===== src/rtl/accum_pkg.sv =====
// Shared types and elaboration helpers for the frame accumulator controller.
package accum_pkg;

    typedef enum logic [1:0] {
        IDLE,
        ACCUM,
        DONE
    } state_t;

    function automatic int unsigned log2_len(input int unsigned frame_len);
        return $clog2(frame_len);
    endfunction

    // Wide enough to hold frame_len full-scale samples without wrapping.
    function automatic int unsigned acc_width(input int unsigned data_w,
                                              input int unsigned frame_len);
        return data_w + log2_len(frame_len);
    endfunction

    function automatic bit frame_len_ok(input int unsigned frame_len);
        return (frame_len >= 2) && ((frame_len & (frame_len - 1)) == 0);
    endfunction

endpackage


===== src/rtl/accum_datapath.sv =====
// Frame accumulator register; clear takes priority over enable.
module accum_datapath
    import accum_pkg::*;
#(
    parameter int unsigned DATA_W = 16,
    parameter int unsigned ACC_W  = 19
) (
    input  logic              clk,
    input  logic              rst,
    input  logic              clr,
    input  logic              ce,
    input  logic [DATA_W-1:0] din,
    output logic [ACC_W-1:0]  acc
);

    always_ff @(posedge clk) begin
        if (rst || clr) begin
            acc <= '0;
        end else if (ce) begin
            acc <= acc + ACC_W'(din);
        end
    end

endmodule


===== src/rtl/accum_frame_ctrl.sv =====
// Frame controller: gathers FRAME_LEN samples, then presents their mean
// on a valid/ready output.
module accum_frame_ctrl
    import accum_pkg::*;
#(
    parameter int unsigned DATA_W    = 16,
    parameter int unsigned FRAME_LEN = 8
) (
    input  logic              clk,
    input  logic              rst,
    input  logic              start,
    input  logic              abort,
    input  logic [DATA_W-1:0] in_data,
    input  logic              in_valid,
    output logic              in_ready,
    output logic [DATA_W-1:0] out_data,
    output logic              out_valid,
    input  logic              out_ready,
    output logic              busy
);

    localparam int unsigned LOG2_LEN = log2_len(FRAME_LEN);
    localparam int unsigned ACC_W    = acc_width(DATA_W, FRAME_LEN);
    localparam logic [LOG2_LEN-1:0] LAST_CNT = LOG2_LEN'(FRAME_LEN - 1);

    if (!frame_len_ok(FRAME_LEN)) begin : g_bad_frame_len
        $error("accum_frame_ctrl: FRAME_LEN must be a power of two and at least 2");
    end

    state_t              state_q;
    state_t              state_d;
    logic [LOG2_LEN-1:0] cnt_q;
    logic [ACC_W-1:0]    acc;
    logic                beat;
    logic                clr;
    logic                ce;

    assign beat = in_valid && (state_q == ACCUM);

    always_comb begin
        state_d = state_q;
        clr     = 1'b0;
        ce      = 1'b0;
        case (state_q)
            IDLE: begin
                if (start) begin
                    state_d = ACCUM;
                    clr     = 1'b1;
                end
            end
            ACCUM: begin
                // Abort overrides even the final beat; the sum is not committed.
                if (abort) begin
                    state_d = IDLE;
                end else if (beat) begin
                    ce = 1'b1;
                    if (cnt_q == LAST_CNT) begin
                        state_d = DONE;
                    end
                end
            end
            DONE: begin
                if (abort || out_ready) begin
                    state_d = IDLE;
                end
            end
            default: state_d = IDLE;
        endcase
    end

    always_ff @(posedge clk) begin
        if (rst) begin
            state_q <= IDLE;
            cnt_q   <= '0;
        end else begin
            state_q <= state_d;
            if (clr || abort) begin
                cnt_q <= '0;
            end else if (ce) begin
                cnt_q <= cnt_q + 1'b1;
            end
        end
    end

    accum_datapath #(
        .DATA_W (DATA_W),
        .ACC_W  (ACC_W)
    ) u_datapath (
        .clk (clk),
        .rst (rst),
        .clr (clr),
        .ce  (ce),
        .din (in_data),
        .acc (acc)
    );

    // The accumulator itself is the output register; it holds through DONE.
    assign out_data  = DATA_W'(acc >> LOG2_LEN);
    assign in_ready  = (state_q == ACCUM);
    assign out_valid = (state_q == DONE);
    assign busy      = (state_q != IDLE);

endmodule


===== config.mk =====
export PLATFORM = sky130hd
export DESIGN_NAME = accum_frame_ctrl
export DESIGN_NICKNAME = d
export VERILOG_FILES = /design/src/rtl/accum_pkg.sv /design/src/rtl/accum_datapath.sv /design/src/rtl/accum_frame_ctrl.sv
export SDC_FILE = /design/constraint.sdc
export NUM_CORES = 1
export LEC_CHECK = 0
export ABC_CLOCK_PERIOD_IN_PS = 2900
export CAP_MARGIN = 25
export CORE_ASPECT_RATIO = 1.5
export CORE_UTILIZATION = 40
export CTS_CLUSTER_DIAMETER = 200
export CTS_CLUSTER_SIZE = 8
export DETAILED_ROUTE_END_ITERATION = 6
export PLACE_DENSITY = 0.64
export SLEW_MARGIN = 10
export SYNTH_ARGS = -nofsm -noshare
export SYNTH_HDL_FRONTEND = slang
export SYNTH_SLANG_ARGS = --single-unit

===== constraint.sdc =====
create_clock -name clk -period 2.9 [get_ports clk]
set_input_delay 0.29 -clock clk [delete_from_list [all_inputs] [get_ports clk]]
set_output_delay 0.29 -clock clk [all_outputs]
set_load 0.01 [all_outputs]

Word-level counts from Yosys, hierarchy flattened
Index checks and enable logic that the tools add are counted.
{"block": "totals", "regBits": 24, "input_bits": 22, "out_inout_bits": 19, "wordCells": 31}
{"block": "classes", "add_sub_neg": 2, "eq_ne": 7, "muxes": 11, "reduce_logical": 8}
{"op": "$add 19x16->19", "n": 1}
{"op": "$mux 2", "n": 5}
{"op": "$ne 3x2->1 const B", "n": 2}
{"op": "$pmux 2 s3", "n": 1}
{"op": "$mux 1", "n": 5}
{"op": "$reduce_and 4->1", "n": 1}
{"op": "$add 3x1->3 const B", "n": 1}
{"op": "$eq 3x3->1 const B", "n": 1}
{"op": "$logic_or 1x1->1", "n": 3}
{"op": "$eq 2x1->1 const B", "n": 1}
{"op": "$eq 2x2->1 const B", "n": 1}
{"op": "$logic_not 2->1", "n": 1}
{"op": "$ne 2x1->1 const B", "n": 1}
{"op": "$ne 2x2->1 const B", "n": 1}
{"op": "$reduce_bool 2->1", "n": 1}
{"op": "$reduce_or 2->1", "n": 1}
{"op": "$logic_and 1x1->1", "n": 1}

Logic depth before layout (Yosys ltp)
Gate-level depths: netlist of the first run.
{"block": "depth", "depth_word": 5, "ltp_mapped": 9, "mapped_depth_nobuf": 9}

By module
A second synthesis of the first run with hierarchy kept.
{"block": "unflattened", "cells_unflattened": 204, "hier_area_um2": 1724.2}
{"mod": "accum_datapath", "instances": 1, "cells_each": 178, "area_each_um2": 1471.4, "seq_area_each_um2": 380.4}
{"mod": "accum_frame_ctrl", "instances": 1, "cells_each": 26, "area_each_um2": 252.7, "seq_area_each_um2": 100.1}

Least setup slack after synthesis of the first run
No wires, ideal clock.
{"block": "synth_timing", "path_kind": "register to register", "start": "reg u_datapath.acc[0]", "end": "reg u_datapath.acc[14]", "setup_ns": 0.081, "t_arrival_ns": 2.029, "required_ns": 2.819, "slack_ns": 0.791, "path_stages_with_launch": 10, "path_buffers": 0, "synth_period_minus_slack_ns": 2.109, "cell_sequence": "dfxtp_1 > ha_1 > inv_1 > fa_1 > nor2b_1 > o2111ai_1 > nand4_1 > nand2_1 > or4_1 > a41oi_1"}
{"block": "synth_between", "elab_chain_cells": 1}
{"item": "from (decl)", "line_no": "accum_datapath.sv:13", "source": "output logic [ACC_W-1:0] acc"}
{"item": "from (signal assigned)", "line_no": "accum_datapath.sv:20", "source": "acc <= acc + ACC_W'(din);"}
{"item": "$add 19x16->19", "line_no": "accum_datapath.sv:20"}
No other way between the ends.
A chain may end at the register's enable or synchronous reset.

Worst setup path in the final report of the first run
{"block": "layout_timing", "start": "in in_data[0]", "end": "reg u_datapath.acc[14]"}
{"block": "layout_between", "elab_chain_cells": 1}
{"item": "from (decl)", "line_no": "accum_frame_ctrl.sv:13", "source": "input logic [DATA_W-1:0] in_data,"}
{"item": "$add 19x16->19", "line_no": "accum_datapath.sv:20"}
No other way between the ends.

==> run_results.csv, run 1 <==
group,metric,value,unit
synth,synth.yosys.seq_area_share,25.1,%
synth,synth_ff_type,"dfxtp_1",
job,maxCapViolCount,0,
global_route,grt_antenna_before_repair,0,
die,die_w,58.5,um
detailed_routing,wl_per_cell,14.1,um
power_and_ir_drop,power_frac_seq,43.2,%
global_route,grt_overflow,0,
synth,ys_seq_elements,24,
sta,holdWs,0.467,ns
die,start_util,42.1,%
placed_design,io_buffers,40,
die,die_h,86.7,um
finish,syn_to_final_growth,22.3,%
power_and_ir_drop,peakVddDrop,0.000228,V
die,rows,30,
power_and_ir_drop,p_per_area,334,nW/um2
critical_path,worstSetupPathType,"in -> reg",
sta,tns,0,ns
finish,layout_common_cells,"clkdlybuf4s50_1, nand2_1, dfxtp_1",
power_and_ir_drop,p_leak,0.951,nW
clock_network,cts_resized,0,
clock_network,cts_tree,"done",
global_route,grt_usage,18.5,%
power_and_ir_drop,p_int,589,uW
detailed_routing,drc,0,
detailed_routing,drtAntennaViolNets,0,
die,die_area,5070,um2
power_and_ir_drop,pwr-share-comb,18.4,%
clock_network,htreeDepth,1,
sta,setup_viol,0,
sta,max_slew_margin,67.8,%
detailed_routing,firstDrtPassIters,5,
synth,ys_async_sr_fraction,0,%
finish,fin_cells,321,
sta,fin_skew,0.00423,ns
detailed_routing,viasPerCell,5.39,
synth,synth_edf_count,0,
detailed_routing,drtIter0Drc,37,
clock_network,insertion_delay,0.27,ns
critical_path,worstSetupEndpointType,"flip-flop",
clock_network,post-cts-setup-buffers,0,
power_and_ir_drop,clkPwrFrac,38.4,%
critical_path,crit_arrival,2.67,ns
sta,max_freq,404,MHz
finish,drive_above_1_share,6.23,%
synth,syn-num-nets,275,
global_route,grt_max_degree,15,
sta,hold_violations,0,
clock_network,clk_pin_slew,0.09,ns
sta,min_period,2.48,ns
detailed_routing,num_vias,1731,
critical_path,cp_max_fo,3,
worst_hold_path,min_path_type,"reg -> reg",
power_and_ir_drop,power.switching,192,uW
finish,fin_util,51.5,%
detailed_routing,wirelength,4530,um
clock_network,cts_buffers,3,
finish,final.fill_count,449,
finish,final_common_cell,"clkdlybuf4s50_1",
finish,antenna_cells,0,
status,status,"finished, final reports clean",
clock_network,cts_root_buf,"clkbuf_8",
sta,worstMarginPinSlew,0.484,ns
critical_path,start_kind,"input pin",
synth,postSynthCellCount,234,
global_route,grt_pass1_wl,7310,um
clock_network,cts_max_path_buffers,2,
sta,grt_setup_unrepaired,"no",
critical_path,worstPathRequired,3.10,ns
placed_design,dp.cells,317,
sta,fin_crit_sh,85.4,%
die,core_area,4540,um2
clock_network,cts.sinks,24,
global_route,grt_pass1_vias,1627,
synth,ys_warn_count,0,
synth,synth_area,1910,um2
die,io-pin-count,41,
placed_design,finalWeightedCongestion,0.903,
power_and_ir_drop,swShare,24.6,%
synth,ys_types,51,
sta,slew_violations,0,
placed_design,dp_hpwl,3630,um
clock_network,cts_hold_buffers,0,
synth,avgSynthCellArea,8.17,um2
finish,layout.nets,299,
[cell type report]
class / instances / area (um2) / area share [%]
Multi-Input combinational cell: 179 / 1250 / 53.6
Clock buffer: 3 / 41.3 / 1.77
Sequential cell: 24 / 480 / 20.6
Clock inverter: 1 / 30.0 / 1.28
Inverter: 6 / 22.5 / 0.964
Timing Repair Buffer: 44 / 430 / 18.4
Tap cell: 64 / 80.1 / 3.43
[cell families after synthesis]
group,after synthesis,synth area share (%)
XOR/XNOR,10,4.58
flip-flops,24,25.1
multiplexers,5,2.62
AND/OR/NAND/NOR,76,20.1
adder cells (fa/ha/maj),19,12.8
buffers and inverters,31,9.36
AO/OA/AOI/OAI,69,25.4
[Yosys cell counts (2+ instances only)]
cell type  number  area share (%)
xnor2_1         6             2.7
nand3_1         7             1.8
nor2b_1         2            0.65
nor2_1          9             1.8
a31oi_1         6             2.0
a211oi_1        4             1.6
a41oi_1         2            0.92
nand4_1         4             1.3
o21ai_2         2            0.92
o21a_1          2            0.79
and3_1          5             1.6
clkbuf_1        7             1.4
nand2_1        26             5.1
dfxtp_1        24              25
buf_2           2            0.52
xor2_1          4             1.8
a211o_1         2            0.92
ha_1           18              12
a21o_1          9             3.5
buf_4          16             6.3
o21bai_1        3             1.2
o21ai_0        12             3.1
inv_1           6             1.2
mux2i_1         5             2.6
nor3_1          8             2.1
or3_1           3            0.98
a21oi_1        16             4.2
[sequential cells by signal, summed over array words and instances, names as in the netlist]
name	count
u_datapath.acc	19
cnt_q	3
state_q	2
[critical path: stages]
cell and delay [ns]:
clkdlybuf4s50_1 0.46, ha_1 0.20, inv_1 0.07, fa_1 0.40, nor2b_1 0.17, o2111ai_1 0.16, nand4_1 0.17, nand2_1 0.12
or4_1 0.48, a41oi_1 0.15
[final timing paths]
kind,startpoint,end,slack (ns),cells after the start
max reg2reg,u_datapath.acc[0],u_datapath.acc[14],0.56,9
max,in_data[0],u_datapath.acc[14],0.42,10
min reg2reg,u_datapath.acc[2],u_datapath.acc[2],0.47,2
min,u_datapath.acc[2],u_datapath.acc[2],0.47,2
[power groups by stage]
stage	sequential, mW	clock [mW]	combinational (mW)
finish	0.337	0.300	0.144
global route	0.338	0.322	0.158
CTS	0.337	0.310	0.145
detailed placement	0.345	0	0.144
global placement	0.345	0	0.144
floorplan	0.344	0	0.0849
[per-layer routing]
metal  GRT usage [%]  wire length [um]  share of wire [%]  vias up
li1                -                 -                  -      901
met1            21.4              1910                 42      791
met2            34.3              2440                 54       33
met3            1.49                84                1.9        6
met4            7.58                95                2.1        0
met5               0                 0                  0        -
[metrics by stage]
step           power [mW]  setup WS (ns)  area (um2)
3_3_place_gp        0.489          0.208        2270
3_5_place_dp        0.489          0.174        2270
4_1_cts             0.792          0.421        2340
6_report            0.781          0.424        2340
2_1_floorplan       0.429          0.791        1910
5_1_grt             0.819          0.285        2340
Power figures use the tool's default switching activity.
==> inputs of run 2 (changes only) <==
--- a/config.mk
+++ b/config.mk
@@ -8,6 +8,7 @@
 export ABC_CLOCK_PERIOD_IN_PS = 2900
 export CAP_MARGIN = 25
 export CORE_ASPECT_RATIO = 1.5
+export CORE_MARGIN = 1
 export CORE_UTILIZATION = 40
 export CTS_CLUSTER_DIAMETER = 200
 export CTS_CLUSTER_SIZE = 8
==> results of run 2 <==
The final DEF is identical to that of run 1; final timing and power are the same.
